[src/rtl/wm8731_pkg.sv]
// rtl/wm8731_pkg.sv - shared types and constants for the WM8731 control-port responder
//
// Contents: responder FSM state type, codec register indices, the register
// image layout (11 slots: R0-R9 then R15) with its power-on values, and
// helpers that map a register index onto an image slot.
package wm8731_pkg;

    typedef enum logic [2:0] {
        ST_IDLE,
        ST_ADDR,
        ST_ADDR_ACK,
        ST_BYTE1,
        ST_ACK1,
        ST_BYTE2,
        ST_ACK2,
        ST_WAIT_STOP
    } state_t;

    localparam int         NUM_REG_SLOTS    = 11;
    localparam logic [6:0] DEV_ADDR_DEFAULT = 7'h1A;

    localparam logic [6:0] R_LLINE  = 7'd0;
    localparam logic [6:0] R_RLINE  = 7'd1;
    localparam logic [6:0] R_LHP    = 7'd2;
    localparam logic [6:0] R_RHP    = 7'd3;
    localparam logic [6:0] R_AAPATH = 7'd4;
    localparam logic [6:0] R_DAPATH = 7'd5;
    localparam logic [6:0] R_PWR    = 7'd6;
    localparam logic [6:0] R_IFACE  = 7'd7;
    localparam logic [6:0] R_SRATE  = 7'd8;
    localparam logic [6:0] R_ACTIVE = 7'd9;
    localparam logic [6:0] R_RESET  = 7'd15;

    localparam logic [8:0] REG_DEFAULTS [NUM_REG_SLOTS] = '{
        9'h097, 9'h097, 9'h079, 9'h079, 9'h00A,
        9'h008, 9'h09F, 9'h00A, 9'h000, 9'h000,
        9'h000
    };

    // R0-R9 and R15 exist on the codec; everything else is rejected.
    function automatic logic reg_is_legal(input logic [6:0] idx);
        return (idx <= R_ACTIVE) || (idx == R_RESET);
    endfunction

    // R15 lives in the last slot; R0-R9 map one-to-one.
    function automatic logic [3:0] reg_slot(input logic [6:0] idx);
        return (idx == R_RESET) ? 4'd10 : idx[3:0];
    endfunction

endpackage

[src/rtl/i2c_line_sync.sv]
// rtl/i2c_line_sync.sv - SCL/SDA synchronizer with bus-event detection
//
// Ports:
//   i_clk, i_rst       system clock, async active-high reset
//   i_scl, i_sda       raw bus lines (asynchronous to i_clk)
//   o_scl_rise         SCL rising edge (data sample point)
//   o_scl_fall         SCL falling edge (drive-change point)
//   o_start, o_stop    START / STOP conditions (SDA edge while SCL high)
//   o_sda_s            synchronized SDA level
// Events are combinational from the last sync stage and one history register,
// giving SYNC_STAGES+1 cycles from pin to the consuming register.
module i2c_line_sync #(
    parameter int SYNC_STAGES = 2
) (
    input  logic i_clk,
    input  logic i_rst,
    input  logic i_scl,
    input  logic i_sda,
    output logic o_scl_rise,
    output logic o_scl_fall,
    output logic o_start,
    output logic o_stop,
    output logic o_sda_s
);

    logic [SYNC_STAGES-1:0] r_scl_sync;
    logic [SYNC_STAGES-1:0] r_sda_sync;
    logic                   r_scl_d;
    logic                   r_sda_d;
    logic                   w_scl_s;
    logic                   w_sda_s;

    // Reset to 1 (idle bus) so leaving reset never fakes an edge.
    always_ff @(posedge i_clk or posedge i_rst) begin
        if (i_rst) begin
            r_scl_sync <= '1;
            r_sda_sync <= '1;
            r_scl_d    <= 1'b1;
            r_sda_d    <= 1'b1;
        end else begin
            r_scl_sync <= {r_scl_sync[SYNC_STAGES-2:0], i_scl};
            r_sda_sync <= {r_sda_sync[SYNC_STAGES-2:0], i_sda};
            r_scl_d    <= w_scl_s;
            r_sda_d    <= w_sda_s;
        end
    end

    assign w_scl_s    = r_scl_sync[SYNC_STAGES-1];
    assign w_sda_s    = r_sda_sync[SYNC_STAGES-1];
    assign o_sda_s    = w_sda_s;
    assign o_scl_rise = w_scl_s & ~r_scl_d;
    assign o_scl_fall = ~w_scl_s & r_scl_d;
    // SCL must be high on both samples so an SDA change near an SCL edge
    // is not mistaken for a bus condition.
    assign o_start    = w_scl_s & r_scl_d & r_sda_d & ~w_sda_s;
    assign o_stop     = w_scl_s & r_scl_d & ~r_sda_d & w_sda_s;

endmodule

[src/rtl/wm8731_i2c_responder.sv]
// rtl/wm8731_i2c_responder.sv - I2C target modelling the WM8731 codec control port
//
// Accepts 3-byte writes {addr+W, reg[6:0]|data[8], data[7:0]}, ACKs them and
// keeps the codec register image.
// Optional feature macro: WM8731_RESP_SOFTRESET_EN - when defined, a write to
// R15 restores R0-R9 to their defaults; otherwise R15 is stored like any register.
//
// Ports:
//   i_clk, i_rst   system clock (>= 8x SCL), async active-high reset
//   i_scl, i_sda   I2C bus lines as seen on the bus
//   o_sda_oe       1 = pull SDA low (ACK)
//   o_wr_valid     one-cycle pulse per committed legal write
//   o_wr_addr      register index of the last committed write
//   o_wr_data      data of the last committed write
//   o_regs         image, slot k = [9k+8:9k], slots 0-9 = R0-R9, slot 10 = R15
//   o_busy         high between START and STOP
//   o_err          one-cycle pulse on a write to an illegal register index
module wm8731_i2c_responder
    import wm8731_pkg::*;
#(
    parameter logic [6:0] DEV_ADDR    = DEV_ADDR_DEFAULT,
    parameter int         SYNC_STAGES = 2
) (
    input  logic        i_clk,
    input  logic        i_rst,
    input  logic        i_scl,
    input  logic        i_sda,
    output logic        o_sda_oe,
    output logic        o_wr_valid,
    output logic [6:0]  o_wr_addr,
    output logic [8:0]  o_wr_data,
    output logic [98:0] o_regs,
    output logic        o_busy,
    output logic        o_err
);

    logic       w_scl_rise;
    logic       w_scl_fall;
    logic       w_start;
    logic       w_stop;
    logic       w_sda_s;
    logic [7:0] w_byte;
    logic [8:0] w_wr_data;
    logic       w_last_bit;

    state_t     r_state;
    logic [6:0] r_shift;
    logic [2:0] r_bit_cnt;
    logic [6:0] r_reg_idx;
    logic       r_data8;
    logic       r_sda_oe;
    logic       r_wr_valid;
    logic       r_err;
    logic       r_busy;
    logic [6:0] r_wr_addr;
    logic [8:0] r_wr_data;
    logic [8:0] r_regs [NUM_REG_SLOTS];

    i2c_line_sync #(
        .SYNC_STAGES(SYNC_STAGES)
    ) u_line_sync (
        .i_clk      (i_clk),
        .i_rst      (i_rst),
        .i_scl      (i_scl),
        .i_sda      (i_sda),
        .o_scl_rise (w_scl_rise),
        .o_scl_fall (w_scl_fall),
        .o_start    (w_start),
        .o_stop     (w_stop),
        .o_sda_s    (w_sda_s)
    );

    // Byte as it stands including the bit sampled on this SCL rise.
    assign w_byte     = {r_shift, w_sda_s};
    assign w_wr_data  = {r_data8, w_byte};
    assign w_last_bit = (r_bit_cnt == 3'd7);

    always_ff @(posedge i_clk or posedge i_rst) begin
        if (i_rst) begin
            r_state    <= ST_IDLE;
            r_shift    <= '0;
            r_bit_cnt  <= '0;
            r_reg_idx  <= '0;
            r_data8    <= 1'b0;
            r_sda_oe   <= 1'b0;
            r_wr_valid <= 1'b0;
            r_err      <= 1'b0;
            r_busy     <= 1'b0;
            r_wr_addr  <= '0;
            r_wr_data  <= '0;
            for (int k = 0; k < NUM_REG_SLOTS; k++) begin
                r_regs[k] <= REG_DEFAULTS[k];
            end
        end else begin
            r_wr_valid <= 1'b0;
            r_err      <= 1'b0;
            if (w_stop) begin
                // Any write not yet committed is simply dropped.
                r_state  <= ST_IDLE;
                r_sda_oe <= 1'b0;
                r_busy   <= 1'b0;
            end else if (w_start) begin
                r_state   <= ST_ADDR;
                r_bit_cnt <= '0;
                r_sda_oe  <= 1'b0;
                r_busy    <= 1'b1;
            end else begin
                case (r_state)
                    ST_ADDR, ST_BYTE1, ST_BYTE2: begin
                        if (w_scl_rise) begin
                            r_shift   <= w_byte[6:0];
                            r_bit_cnt <= r_bit_cnt + 3'd1;
                            if (w_last_bit) begin
                                if (r_state == ST_ADDR) begin
                                    // Only a write to our address is ACKed.
                                    r_state <= (w_byte == {DEV_ADDR, 1'b0})
                                               ? ST_ADDR_ACK : ST_WAIT_STOP;
                                end else if (r_state == ST_BYTE1) begin
                                    r_reg_idx <= w_byte[7:1];
                                    r_data8   <= w_byte[0];
                                    r_state   <= ST_ACK1;
                                end else begin
                                    // Commit point; BYTE2 is ACKed even if rejected.
                                    r_state <= ST_ACK2;
                                    if (reg_is_legal(r_reg_idx)) begin
`ifdef WM8731_RESP_SOFTRESET_EN
                                        if (r_reg_idx == R_RESET) begin
                                            for (int k = 0; k < NUM_REG_SLOTS - 1; k++) begin
                                                r_regs[k] <= REG_DEFAULTS[k];
                                            end
                                        end
`endif
                                        r_regs[reg_slot(r_reg_idx)] <= w_wr_data;
                                        r_wr_addr  <= r_reg_idx;
                                        r_wr_data  <= w_wr_data;
                                        r_wr_valid <= 1'b1;
                                    end else begin
                                        r_err <= 1'b1;
                                    end
                                end
                            end
                        end
                    end
                    ST_ADDR_ACK, ST_ACK1, ST_ACK2: begin
                        // First SCL fall grabs SDA, the next one releases it and
                        // hands over to the following byte.
                        if (w_scl_fall) begin
                            if (!r_sda_oe) begin
                                r_sda_oe <= 1'b1;
                            end else begin
                                r_sda_oe  <= 1'b0;
                                r_bit_cnt <= '0;
                                case (r_state)
                                    ST_ADDR_ACK: r_state <= ST_BYTE1;
                                    ST_ACK1:     r_state <= ST_BYTE2;
                                    default:     r_state <= ST_WAIT_STOP;
                                endcase
                            end
                        end
                    end
                    default: ;
                endcase
            end
        end
    end

    assign o_sda_oe   = r_sda_oe;
    assign o_wr_valid = r_wr_valid;
    assign o_wr_addr  = r_wr_addr;
    assign o_wr_data  = r_wr_data;
    assign o_busy     = r_busy;
    assign o_err      = r_err;

    for (genvar g = 0; g < NUM_REG_SLOTS; g++) begin : g_regs
        assign o_regs[9*g +: 9] = r_regs[g];
    end

endmodule
[config.mk]
export PLATFORM = sky130hd
export DESIGN_NAME = wm8731_i2c_responder
export DESIGN_NICKNAME = d
export VERILOG_FILES = /design/src/rtl/wm8731_pkg.sv /design/src/rtl/i2c_line_sync.sv /design/src/rtl/wm8731_i2c_responder.sv
export SDC_FILE = /design/constraint.sdc
export NUM_CORES = 1
export LEC_CHECK = 0
export ABC_AREA = 1
export BUFFER_PORTS_ARGS = -buffer_cell sky130_fd_sc_hd__buf_2
export CAP_MARGIN = 0
export CORE_UTILIZATION = 50
export DETAILED_ROUTE_END_ITERATION = 6
export PLACE_DENSITY = 0.82
export SLEW_MARGIN = 20
export SYNTH_ARGS = -nofsm -noshare
export SYNTH_HDL_FRONTEND = slang
export SYNTH_SLANG_ARGS = --single-unit
[constraint.sdc]
create_clock -name i_clk -period 6.4 [get_ports i_clk]
set_input_delay 1.6 -clock i_clk [delete_from_list [all_inputs] [get_ports i_clk]]
set_output_delay 1.6 -clock i_clk [all_outputs]
set_load 0.03 [all_outputs]
==> out/metrics.csv, run 1 <==
stage,metric,value,unit
status,status,"finished, final reports clean",
sta,Worst Hold Slack,0.354,ns
critical_path,CP Class,reg2out,
yosys,synthesized area,6150,um^2
placed_design,PortBufs,122,
yosys,library cells used by synthesis,24,
sta,Hold Fails Final Rpt,0,
sta,TNS Setup,0,ns
floorplanning,DIE AREA,12800,um^2
yosys,Post-Syn Instances,694,
clocking,Hold Buf Count CTS,0,
critical_path,crit path cell chain,buf_2,
route,Residual DRC,0,
layout,"Net count, final",812,
sta,Tmin final,2.76,ns
layout,Diodes inserted,0,
clocking,CTS buffer count,17,
sta,Max Slew Vio Count,0,
layout,layout cells sized above 1,25.8,%
yosys,Synth top area share,44.3,%
sta,worst slew pin tran,1.09,ns
clocking,Root Buffer,clkbuf_16,
critical_path,R2R depth,9,
critical_path,critical path depth,1,
yosys,Synth area leaders,"dfrtp_1 (44%), dfstp_2 (16%), nand2_1 (12%)",
floorplanning,row count,40,
floorplanning,Starting Density,51.2,%
floorplanning,Core Area,12000,um^2
sta,Max Fclk,0.362,GHz
clocking,# clock sinks,146,
sta,clock skew,0.00858,ns
route,Starting DRT DRC Count,458,
critical_path,Crit-path slowest cell,dfstp_2,
clocking,clk buf depth,2,
yosys,"Async S/R FF share, synth",100,%
yosys,"Seq/Total Area, Yosys",60.1,%
placed_design,post-DP HPWL,9100,um
clocking,Skew-Pair Late Insertion Delay,0.42,ns
critical_path,Worst Path Buf+Inv,1,
route,drt wl/cell,15.0,um
layout,"Area growth, synth to finish",21.8,%
route,Final ANT Viol Nets,0,
critical_path,flop-to-flop setup slack,3.73,ns
sta,final setup vio count,0,
grt,total global routing overflow,0,
route,via density per instance,5.10,
placed_design,Post-DP Area,6820,um^2
grt,largest net degree at the start of global routing,95,
yosys,number of synthesized flops with an enable pin,0,
critical_path,reg2reg end,o_regs[98],
critical_path,CP Launch Type,flop,
sta,RSZ-0062 raised after global routing,false,
clocking,CTS tree,done,
critical_path,crit path from,o_regs[58],
floorplanning,Ports,123,
critical_path,family with the most delay on the worst path,flip-flops,
pwr,leakage power,0.00434,uW
critical_path,worst r2r src,r_reg_idx[3],
clocking,cts repair resizes,0,
min_path,Hold Path Class,reg2reg,
grt,vias in the first global route,4585,
pwr,total chip power,2350,uW
critical_path,"Max FO, Critical Path",2,
route,"wirelength, routed",14500,um
yosys,Synth warnings,0,
sta,Final Cycle Share,43.2,%
critical_path,CP required,4.80,ns
critical_path,CP endpoint kind,output port,
clocking,H-tree Lvls,4,
pwr,Pwr Density,314,nW/um^2
yosys,most common cell in the synthesized netlist,nand2_1,
sta,slew margin rel.,27.4,%
critical_path,Setup crit end,o_regs[58],
floorplanning,die height,113,um
pwr,Max IR drop VDD,169,uV
placed_design,routability cong.,0.822,
grt,first-pass GRT wire length,23400,um
yosys,predominant post-synthesis flop cell,dfrtp_1,
grt,initial antenna violation count,0,
clocking,post-CTS setup buffers,0,
yosys,post-synthesis register bit count,146,
yosys,Synth area leader,dfrtp_1,
yosys,Syn Area/Cell,8.87,um^2
critical_path,"slowest stage delay, CP",0.55,ns
critical_path,Worst Path Arrival,1.16,ns
clocking,"CTS clk-pin slew, worst paths",0.06,ns
yosys,Syn Nets,700,
route,1st-pass router iterations,7,
route,routed via count,4928,
layout,Final Cell Area,7490,um^2
grt,Total GRT Usage,24.2,%
yosys,Synth top cells by count,"nand2_1 (200), dfrtp_1 (109), nor2_1 (88)",
floorplanning,x dimension of the die,113,um
job,# Max-Cap Violations,0,
-- cell families (layout without fill, tap and decap cells) --
kind of cell,Yosys count,in the layout,synth area share (%)
simple gates,371,371,26.6
flops,146,146,60.1
buf+inv,102,227,6.83
compound gates,73,73,6.02
fa+ha+maj,2,2,0.407
-- how the worst min path moves through the flow --
stage	from	end	slack, ns	cells after the start
final	u_line_sync.r_scl_sync[0]	u_line_sync.r_scl_sync[1]	0.35	0
after global routing	u_line_sync.r_scl_sync[0]	u_line_sync.r_scl_sync[1]	0.36	0
after CTS	u_line_sync.r_scl_sync[0]	u_line_sync.r_scl_sync[1]	0.36	0
after detailed placement	u_line_sync.r_scl_sync[0]	u_line_sync.r_scl_sync[1]	0.35	0
after global placement	u_line_sync.r_scl_sync[0]	u_line_sync.r_scl_sync[1]	0.35	0
after floorplan	u_line_sync.r_scl_sync[0]	u_line_sync.r_scl_sync[1]	0.35	0
-- worst register-to-register path, delay by kind of cell, from the launching register on --
| kind | cells | cell delay (ns) |
|---|---|---|
| buf+inv | 1 | 0.61 |
| simple gates | 8 | 1.55 |
| flops | 1 | 0.45 |
-- report_power, final --
group / switching (uW) / total (uW) / internal [uW]
registers: 112 / 1070 / 960
logic: 122 / 168 / 45.7
clock network: 366 / 1110 / 745
total: 600 / 2350 / 1750
-- placed cells by master, fill, tap and decap left out, types with 5 or more instances in the layout --
master     netlist  routed
dfrtp_1        109     109
dfstp_2         37      37
nand2_4          5       5
nand2_1        200     200
nor2_8           5       5
bufinv_16        0       5
nor2_1          88      88
clkbuf_16        0      17
buf_2            5     122
nor3_1          23      23
clkbuf_8         0       5
inv_1           68      67
o21ai_0         69      69
nand3_1         41      41
-- flip-flops by register name, summed over array words and instances, names as in the netlist --
name	count
o_busy	1
o_regs	99
r_data8	1
r_shift	7
u_line_sync.r_sda_d	1
o_wr_addr	7
r_state	3
o_wr_valid	1
o_wr_data	9
u_line_sync.r_sda_sync	2
u_line_sync.r_scl_d	1
o_sda_oe	1
o_err	1
r_reg_idx	7
u_line_sync.r_scl_sync	2
r_bit_cnt	3
-- metrics by stage --
step	std cells	worst slack [ns]	utilization, %
floorplan	694	0.938	-
global route	966	3.49	62.4
CTS	966	3.62	62.4
global placement	934	3.38	56.8
detailed placement	934	3.36	56.8
finish	966	3.64	62.4
-- final cells by class --
type,instances,area [um^2]
clock buffer,24,502
clock inverter,8,173
fill,967,4520
inverter,70,268
multi-input combinational,446,2030
sequential,146,3700
tap,147,184
timing repair buffer,125,633
-- metal layers --
layer / share of wire [%] / vias to the layer above / track usage (%)
li1: - / 2394 / -
met1: 45 / 2311 / 32.8
met2: 47 / 195 / 38.6
met3: 5.9 / 28 / 5.03
met4: 2.2 / 0 / 9.47
met5: 0 / - / 0
Note: power is estimated with default switching activity, not from simulation.
==> run 2: changes to the inputs <==
Settings changed: ABC_AREA 1 to 0, CORE_UTILIZATION 50 to 49, PLACE_DENSITY 0.82 to 0.84.
Clock period 6.4 ns to 2.25 ns, I/O delays scaled along.
==> run 2 against run 1 <==
Compared with the run above:
- final cell count is 30% lower
- clock power rose by 140%
- critical path type is now reg2reg
- first-iteration DRC count decreased by 61%
==> out/metrics.csv, run 2 <==
stage,metric,value,unit,change
yosys,Post-Syn Instances,384,,-45%
clocking,Hold Buf Count CTS,0,,unchanged
route,Residual DRC,0,,unchanged
yosys,Synth area leader,dfrtp_1,,
clocking,Skew-Pair Late Insertion Delay,0.41,ns,about the same
clocking,# clock sinks,146,,unchanged
sta,worst slew pin tran,0.480,ns,-0.606 ns
sta,Hold Fails Final Rpt,0,,unchanged
yosys,largest family of logic cells by synthesized area,multiplexers,,
yosys,synthesized area,5810,um^2,-5.6%
grt,vias in the first global route,3780,,-18%
clocking,"CTS clk-pin slew, worst paths",0.06,ns,about the same
grt,initial antenna violation count,0,,unchanged
critical_path,Worst Path Buf+Inv,1,,unchanged
placed_design,routability cong.,0.805,,-2.0%
clocking,CTS buffer count,17,,unchanged
yosys,predominant post-synthesis flop cell,dfrtp_1,,
yosys,post-synthesis register bit count,146,,unchanged
critical_path,"Max FO, Critical Path",4,,+2
layout,layout cells sized above 1,65.2,%,+39 points
placed_design,PortBufs,122,,unchanged
layout,"commonest cells after routing, fill and taps aside","buf_2 (122), mux2_2 (120), dfrtp_1 (109), dfstp_2 (37), nand2_1 (26)",,
critical_path,CP Class,reg2reg,,
route,routed via count,3629,,-26%
floorplanning,Core Area,11500,um^2,-4.5%
clocking,Root Buffer,clkbuf_16,,
route,drt wl/cell,19.0,um,+26%
critical_path,Crit-path slowest cell,dfrtp_1,,
clocking,CTS tree,done,,
layout,Diodes inserted,0,,unchanged
sta,Max Slew Vio Count,0,,unchanged
grt,largest net degree at the start of global routing,56,,-41%
yosys,"Async S/R FF share, synth",100,%,unchanged
layout,"Net count, final",532,,-34%
critical_path,CP required,2.54,ns,-2.26 ns
layout,"Area growth, synth to finish",27.6,%,
floorplanning,Ports,123,,unchanged
yosys,Synth warnings,0,,unchanged
layout,"most common cell after layout, fill and taps aside",buf_2,,
grt,Total GRT Usage,22.0,%,-2.3 points
clocking,H-tree Lvls,4,,unchanged
min_path,Hold Path Class,in2async,,
yosys,post-synthesis xor/xnor area fraction,0.302,%,+0.30 points
yosys,Syn Nets,390,,-44%
critical_path,CP endpoint kind,flop,,
critical_path,family with the most delay on the worst path,simple AND/OR/NAND/NOR gates,,
yosys,library cells used by synthesis,43,,+79%
clocking,clk buf depth,2,,unchanged
sta,TNS Setup,0,ns,unchanged
sta,Tmin final,2.22,ns,
sta,clock skew,0.00915,ns,+0.000574 ns
critical_path,CP Launch Type,flop,,
layout,max reg flops,99,,unchanged
floorplanning,DIE AREA,12300,um^2,-3.6%
critical_path,Worst Path Arrival,2.51,ns,+1.35 ns
sta,Worst Hold Slack,0.160,ns,-0.194 ns
pwr,Pwr Density,859,nW/um^2,+170%
grt,first-pass GRT wire length,20300,um,-13%
yosys,compound-cell area share of the yosys netlist,1.77,%,-4.3 points
critical_path,"slowest stage delay, CP",0.43,ns,-0.12 ns
yosys,simple-gate area share of the yosys netlist,8.51,%,-18 points
floorplanning,row count,39,,-2.5%
sta,Final Cycle Share,98.7,%,
yosys,most common cell in the synthesized netlist,mux2_2,,
floorplanning,die height,111,um,-1.8%
sta,slew margin rel.,68.0,%,+41 points
status,status,"finished, final reports clean",,
route,"wirelength, routed",12900,um,-11%
grt,total global routing overflow,0,,unchanged
route,1st-pass router iterations,4,,-3
sta,Max Fclk,0.450,GHz,
placed_design,Cells after DPL,648,,-31%
pwr,leakage power,0.00404,uW,-7.0%
floorplanning,Starting Density,50.7,%,-0.57 points
critical_path,critical path depth,7,,+6
job,# Max-Cap Violations,0,,unchanged
route,Final ANT Viol Nets,0,,unchanged
sta,final setup vio count,0,,unchanged
critical_path,R2R depth,7,,-2
pwr,Max IR drop VDD,666,uV,+290%
layout,# fillers,835,,-14%
yosys,Synth Area in Adders,0.431,%,+0.024 points
critical_path,crit path cell chain,ha_4 -> ha_4 -> and4b_4 -> and4b_2 -> and4b_2 -> clkbuf_16 -> mux2_2,,
yosys,Synth top cells by count,"mux2_2 (120), dfrtp_1 (109), dfstp_2 (37)",,
layout,Layout Cells excl Fill,681,,-30%
yosys,Syn Area/Cell,15.1,um^2,+71%
route,Starting DRT DRC Count,177,,-61%
yosys,Synth area leaders,"dfrtp_1 (47%), mux2_2 (23%), dfstp_2 (17%)",,
route,via density per instance,5.33,,+4.5%
yosys,number of synthesized flops with an enable pin,0,,unchanged
yosys,Synth top area share,47.0,%,+2.6 points
placed_design,post-DP HPWL,8450,um,-7.1%
critical_path,flop-to-flop setup slack,0.03,ns,-3.70 ns
yosys,"Seq/Total Area, Yosys",63.7,%,+3.6 points
yosys,post-synthesis mux area share,23.5,%,+23 points
floorplanning,x dimension of the die,111,um,-1.8%
run 2: kinds of logic (layout without fill, tap and decap cells):
logic type / count (synthesis) / count (layout)
XOR/XNOR: 2 / 2
adder cells (fa/ha/maj): 2 / 2
buffers and inverters: 24 / 178
multiplexers: 121 / 121
AND/OR/NAND/NOR: 74 / 74
flip-flops: 146 / 146
AO/OA/AOI/OAI: 15 / 15
run 2: per-stage QoR:
step / power (uW) / cell area [um^2] / setup slack [ns] / util [%]
floorplan: 3330 / 5810 / -0.115 / -
detailed placement: 3680 / 6740 / 0.0469 / 58.8
finish: 6360 / 7410 / 0.0283 / 64.6
CTS: 6370 / 7330 / 0.0171 / 63.9
global placement: 3640 / 6740 / 0.163 / 58.8
global route: 6610 / 7410 / -0.0278 / 64.6
run 2: final timing paths:
check,from,end
worst max-delay path,r_bit_cnt[0],o_regs[80]
worst min register to register,u_line_sync.r_scl_sync[0],u_line_sync.r_scl_sync[1]
worst max register to register,r_bit_cnt[0],o_regs[80]
max in group asynchronous,i_rst,o_regs[30]
worst min-delay path,i_rst,o_regs[82]
min in group i_clk,i_scl,u_line_sync.r_scl_sync[0]
run 2: report_power, final:
part / switching, uW / internal, uW / total, uW
clock: 1020 / 1650 / 2670
sequential: 115 / 2760 / 2880
combinational: 549 / 268 / 817
run 2: area by class of cell:
cell class                      count  area (um^2)  share of cell area (%)
Multi-Input combinational cell    214         2070                    28.0
Clock inverter                     10          114                    1.54
Inverter                            1         7.51                   0.101
Timing Repair Buffer              146          887                    12.0
Tap cell                          143          179                    2.41
Sequential cell                   146         3700                    49.9
Clock buffer                       21          450                    6.08
run 2: what timing repair did:
item | 4_1_cts | 5_1_grt
pin swaps | 0 | 3
cloned | 0 | 1
resized for setup | 2 | 10
buffers inserted | 0 | 1
hold endpoints to repair | 0 | 0
setup endpoints to repair | 12 | 62
run 2: worst reg2reg max path, delay by kind of cell, from the launching register on:
family	cells	cell delay [ns]
AND/OR/NAND/NOR	3	0.87
flip-flops	1	0.43
multiplexers	1	0.32
adder cells (fa/ha/maj)	2	0.31
buffers and inverters	1	0.17
run 2: per-layer routing:
metal,track usage [%],vias to the layer above,share of wire [%]
met5,0,-,0
met4,7.64,0,1.1
met3,7.76,12,6.0
met2,35.9,120,51
met1,27.0,1857,42
li1,-,1640,-
==> run 3: changes to the inputs <==
Settings changed: BUFFER_PORTS_ARGS -buffer_cell sky130_fd_sc_hd__buf_2 to -buffer_cell sky130_fd_sc_hd__buf_4, CORE_UTILIZATION 49 to 50, CTS_BUF_LIST set to sky130_fd_sc_hd__clkbuf_8, PLACE_DENSITY 0.84 to 0.85, SKIP_CTS_REPAIR_TIMING set to 1.
==> run 3 against run 2 <==
Compared with the run above:
- first-iteration DRC count shrank 13%
- cell area grew 1.6%
- critical path depth is the same
- power shrank 3.9%
- flip-flop and latch count is the same
- register-to-register slack gained 0.08 ns
- combinational power is essentially flat
- sequential power is essentially flat
- sequential share of layout area shrank 0.79 points
- core utilization grew 3.3 points
- critical path type unchanged
- largest power group unchanged
==> out/metrics.csv, run 3 (synthesis gave the netlist of run 2 again) <==
stage,metric,value,unit,change
status,status,"finished, final reports clean",,
placed_design,PortBufs,122,,unchanged
route,routed via count,3673,,+1.2%
critical_path,crit path cell chain,ha_1 -> ha_1 -> and4b_4 -> and4b_1 -> buf_4 -> nand3_2 -> mux2_2,,
critical_path,CP Class,reg2reg,,
clocking,H-tree Lvls,4,,unchanged
placed_design,Post-DP Area,7030,um^2,+4.2%
clocking,Root Buffer,clkbuf_8,,
critical_path,Worst Path Arrival,2.49,ns,-0.02 ns
sta,Tmin final,2.14,ns,-0.0813 ns
layout,# fillers,790,,-5.4%
route,"wirelength, routed",13700,um,+5.8%
route,via density per instance,5.44,,+2.1%
min_path,Hold Path Class,in2reg,,
layout,"Net count, final",528,,-0.75%
sta,slew margin rel.,65.4,%,-2.7 points
sta,Hold Fails Final Rpt,0,,unchanged
sta,RSZ-0062 raised after global routing,false,,
pwr,leakage power,0.00397,uW,-1.8%
grt,largest net degree at the start of global routing,78,,+39%
critical_path,Worst Path Buf+Inv,1,,unchanged
grt,busiest grt layer,met2,,
layout,"Area growth, synth to finish",29.6,%,
placed_design,Place WS,0.0863,ns,+0.0394 ns
grt,M3 GR Usage,9.66,%,+1.9 points
clocking,clk buf depth,2,,unchanged
grt,initial antenna violation count,0,,unchanged
grt,first-pass GRT wire length,21200,um,+4.1%
sta,final setup vio count,0,,unchanged
layout,Multi-input gate area,2020,um^2,-2.4%
sta,Max Fclk,0.467,GHz,+3.8%
sta,Final WS setup,0.110,ns,+0.0813 ns
clocking,CTS tree,done,,
floorplanning,DIE AREA,12100,um^2,-2.0%
layout,"commonest cells after routing, fill and taps aside","buf_4 (136), mux2_2 (120), dfrtp_1 (109), dfstp_2 (37), nand2_1 (26)",,
placed_design,post-DP HPWL,8860,um,+4.8%
floorplanning,Core Area,11100,um^2,-3.4%
critical_path,family with the most delay on the worst path,simple AND/OR/NAND/NOR gates,,
pwr,Max IR drop VDD,643,uV,-3.5%
critical_path,Crit-path slowest cell,dfrtp_1,,
grt,Total GRT Usage,24.3,%,+2.4 points
floorplanning,Ports,123,,unchanged
grt,met2 GRT Util,39.0,%,+3.0 points
route,Starting DRT DRC Count,154,,-13%
sta,worst slew pin tran,0.520,ns,+0.0399 ns
critical_path,"Max FO, Critical Path",9,,+5
sta,clock skew,0.0153,ns,+0.00615 ns
grt,vias in the first global route,3926,,+3.9%
critical_path,CP required,2.59,ns,+0.05 ns
floorplanning,row count,38,,-2.6%
clocking,Skew-Pair Late Insertion Delay,0.46,ns,+0.05 ns
job,# Max-Cap Violations,0,,unchanged
critical_path,Crit path top cell by count,ha_1,,
clocking,"CTS clk-pin slew, worst paths",0.08,ns,+0.02 ns
critical_path,CP endpoint kind,flop,,
floorplanning,Starting Density,52.4,%,+1.8 points
critical_path,CP Launch Type,flop,,
grt,total global routing overflow,0,,unchanged
layout,max reg flops,99,,unchanged
clocking,# clock sinks,146,,unchanged
layout,Final Cell Area,7530,um^2,+1.6%
clocking,CTS buffer count,17,,unchanged
route,Final ANT Viol Nets,0,,unchanged
placed_design,routability cong.,0.832,,+3.3%
sta,Final Cycle Share,95.1,%,-3.6 points
route,Residual DRC,0,,unchanged
pwr,Pwr Density,812,nW/um^2,-5.4%
grt,M1 GR Usage,29.2,%,+2.2 points
layout,Diodes inserted,0,,unchanged
sta,Max Slew Vio Count,0,,unchanged
critical_path,"slowest stage delay, CP",0.37,ns,-0.06 ns
route,drt wl/cell,20.3,um,+6.8%
layout,register area,3700,um^2,unchanged
floorplanning,x dimension of the die,110,um,-0.99%
floorplanning,die height,110,um,-0.99%
layout,layout cells sized above 1,64.9,%,-0.38 points
route,1st-pass router iterations,4,,unchanged
layout,"most common cell after layout, fill and taps aside",buf_4,,
-- run 3: cell count changes in the layout (fill, tap and decap cells not counted), moves of 3 or more --
cell       before  now
buf_4          16  136
clkbuf_16      18    0
buf_2         122    0
clkinv_2        4    0
nand3_2         0    3
bufinv_16       2    5
clkbuf_1        3    0
nand3_4         3    0
clkbuf_8        1   19
-- run 3: where the power goes --
part / internal [uW] / total, uW / switching [uW]
Combinational: 257 / 814 / 557
Clock: 1400 / 2440 / 1040
Sequential: 2760 / 2860 / 100
Total: 4410 / 6110 / 1700
-- run 3: layout make-up --
class / instances / area share, %
well taps: 140 / 2.33
clock buffers: 19 / 3.47
multi-input cells: 214 / 26.9
repair buffers: 142 / 15.2
flip-flops and latches: 146 / 49.1
clock inverters: 13 / 2.94
inverters: 1 / 0.0997
-- run 3: per-stage QoR --
step	instances	util [%]	power, uW	hold WS [ns]	TNS [ns]
2_1_floorplan	384	-	3330	0.345	-12.57
3_3_place_gp	643	63.5	3670	0.350	0
3_5_place_dp	643	63.5	3720	0.347	0
4_1_cts	675	67.8	6140	0.197	0
5_1_grt	675	68.0	6340	0.188	0
6_report	675	68.0	6110	0.214	0
-- run 3: worst paths after layout --
kind	slack, ns	cells after the start	start	to
min	0.21	1	i_scl	u_line_sync.r_scl_sync[0]
min reg2reg	0.36	0	u_line_sync.r_scl_sync[0]	u_line_sync.r_scl_sync[1]
max reg2reg	0.11	7	r_bit_cnt[0]	o_regs[3]
max in group asynchronous	1.65	3	i_rst	o_regs[18]
max	0.11	7	r_bit_cnt[0]	o_regs[3]
min in group asynchronous	0.23	3	i_rst	o_regs[46]
-- run 3: routing by layer --
layer,wire length (um),vias to the layer above
li1,-,1633
met4,266,0
met3,1040,27
met1,5610,1893
met5,0,-
met2,6760,120
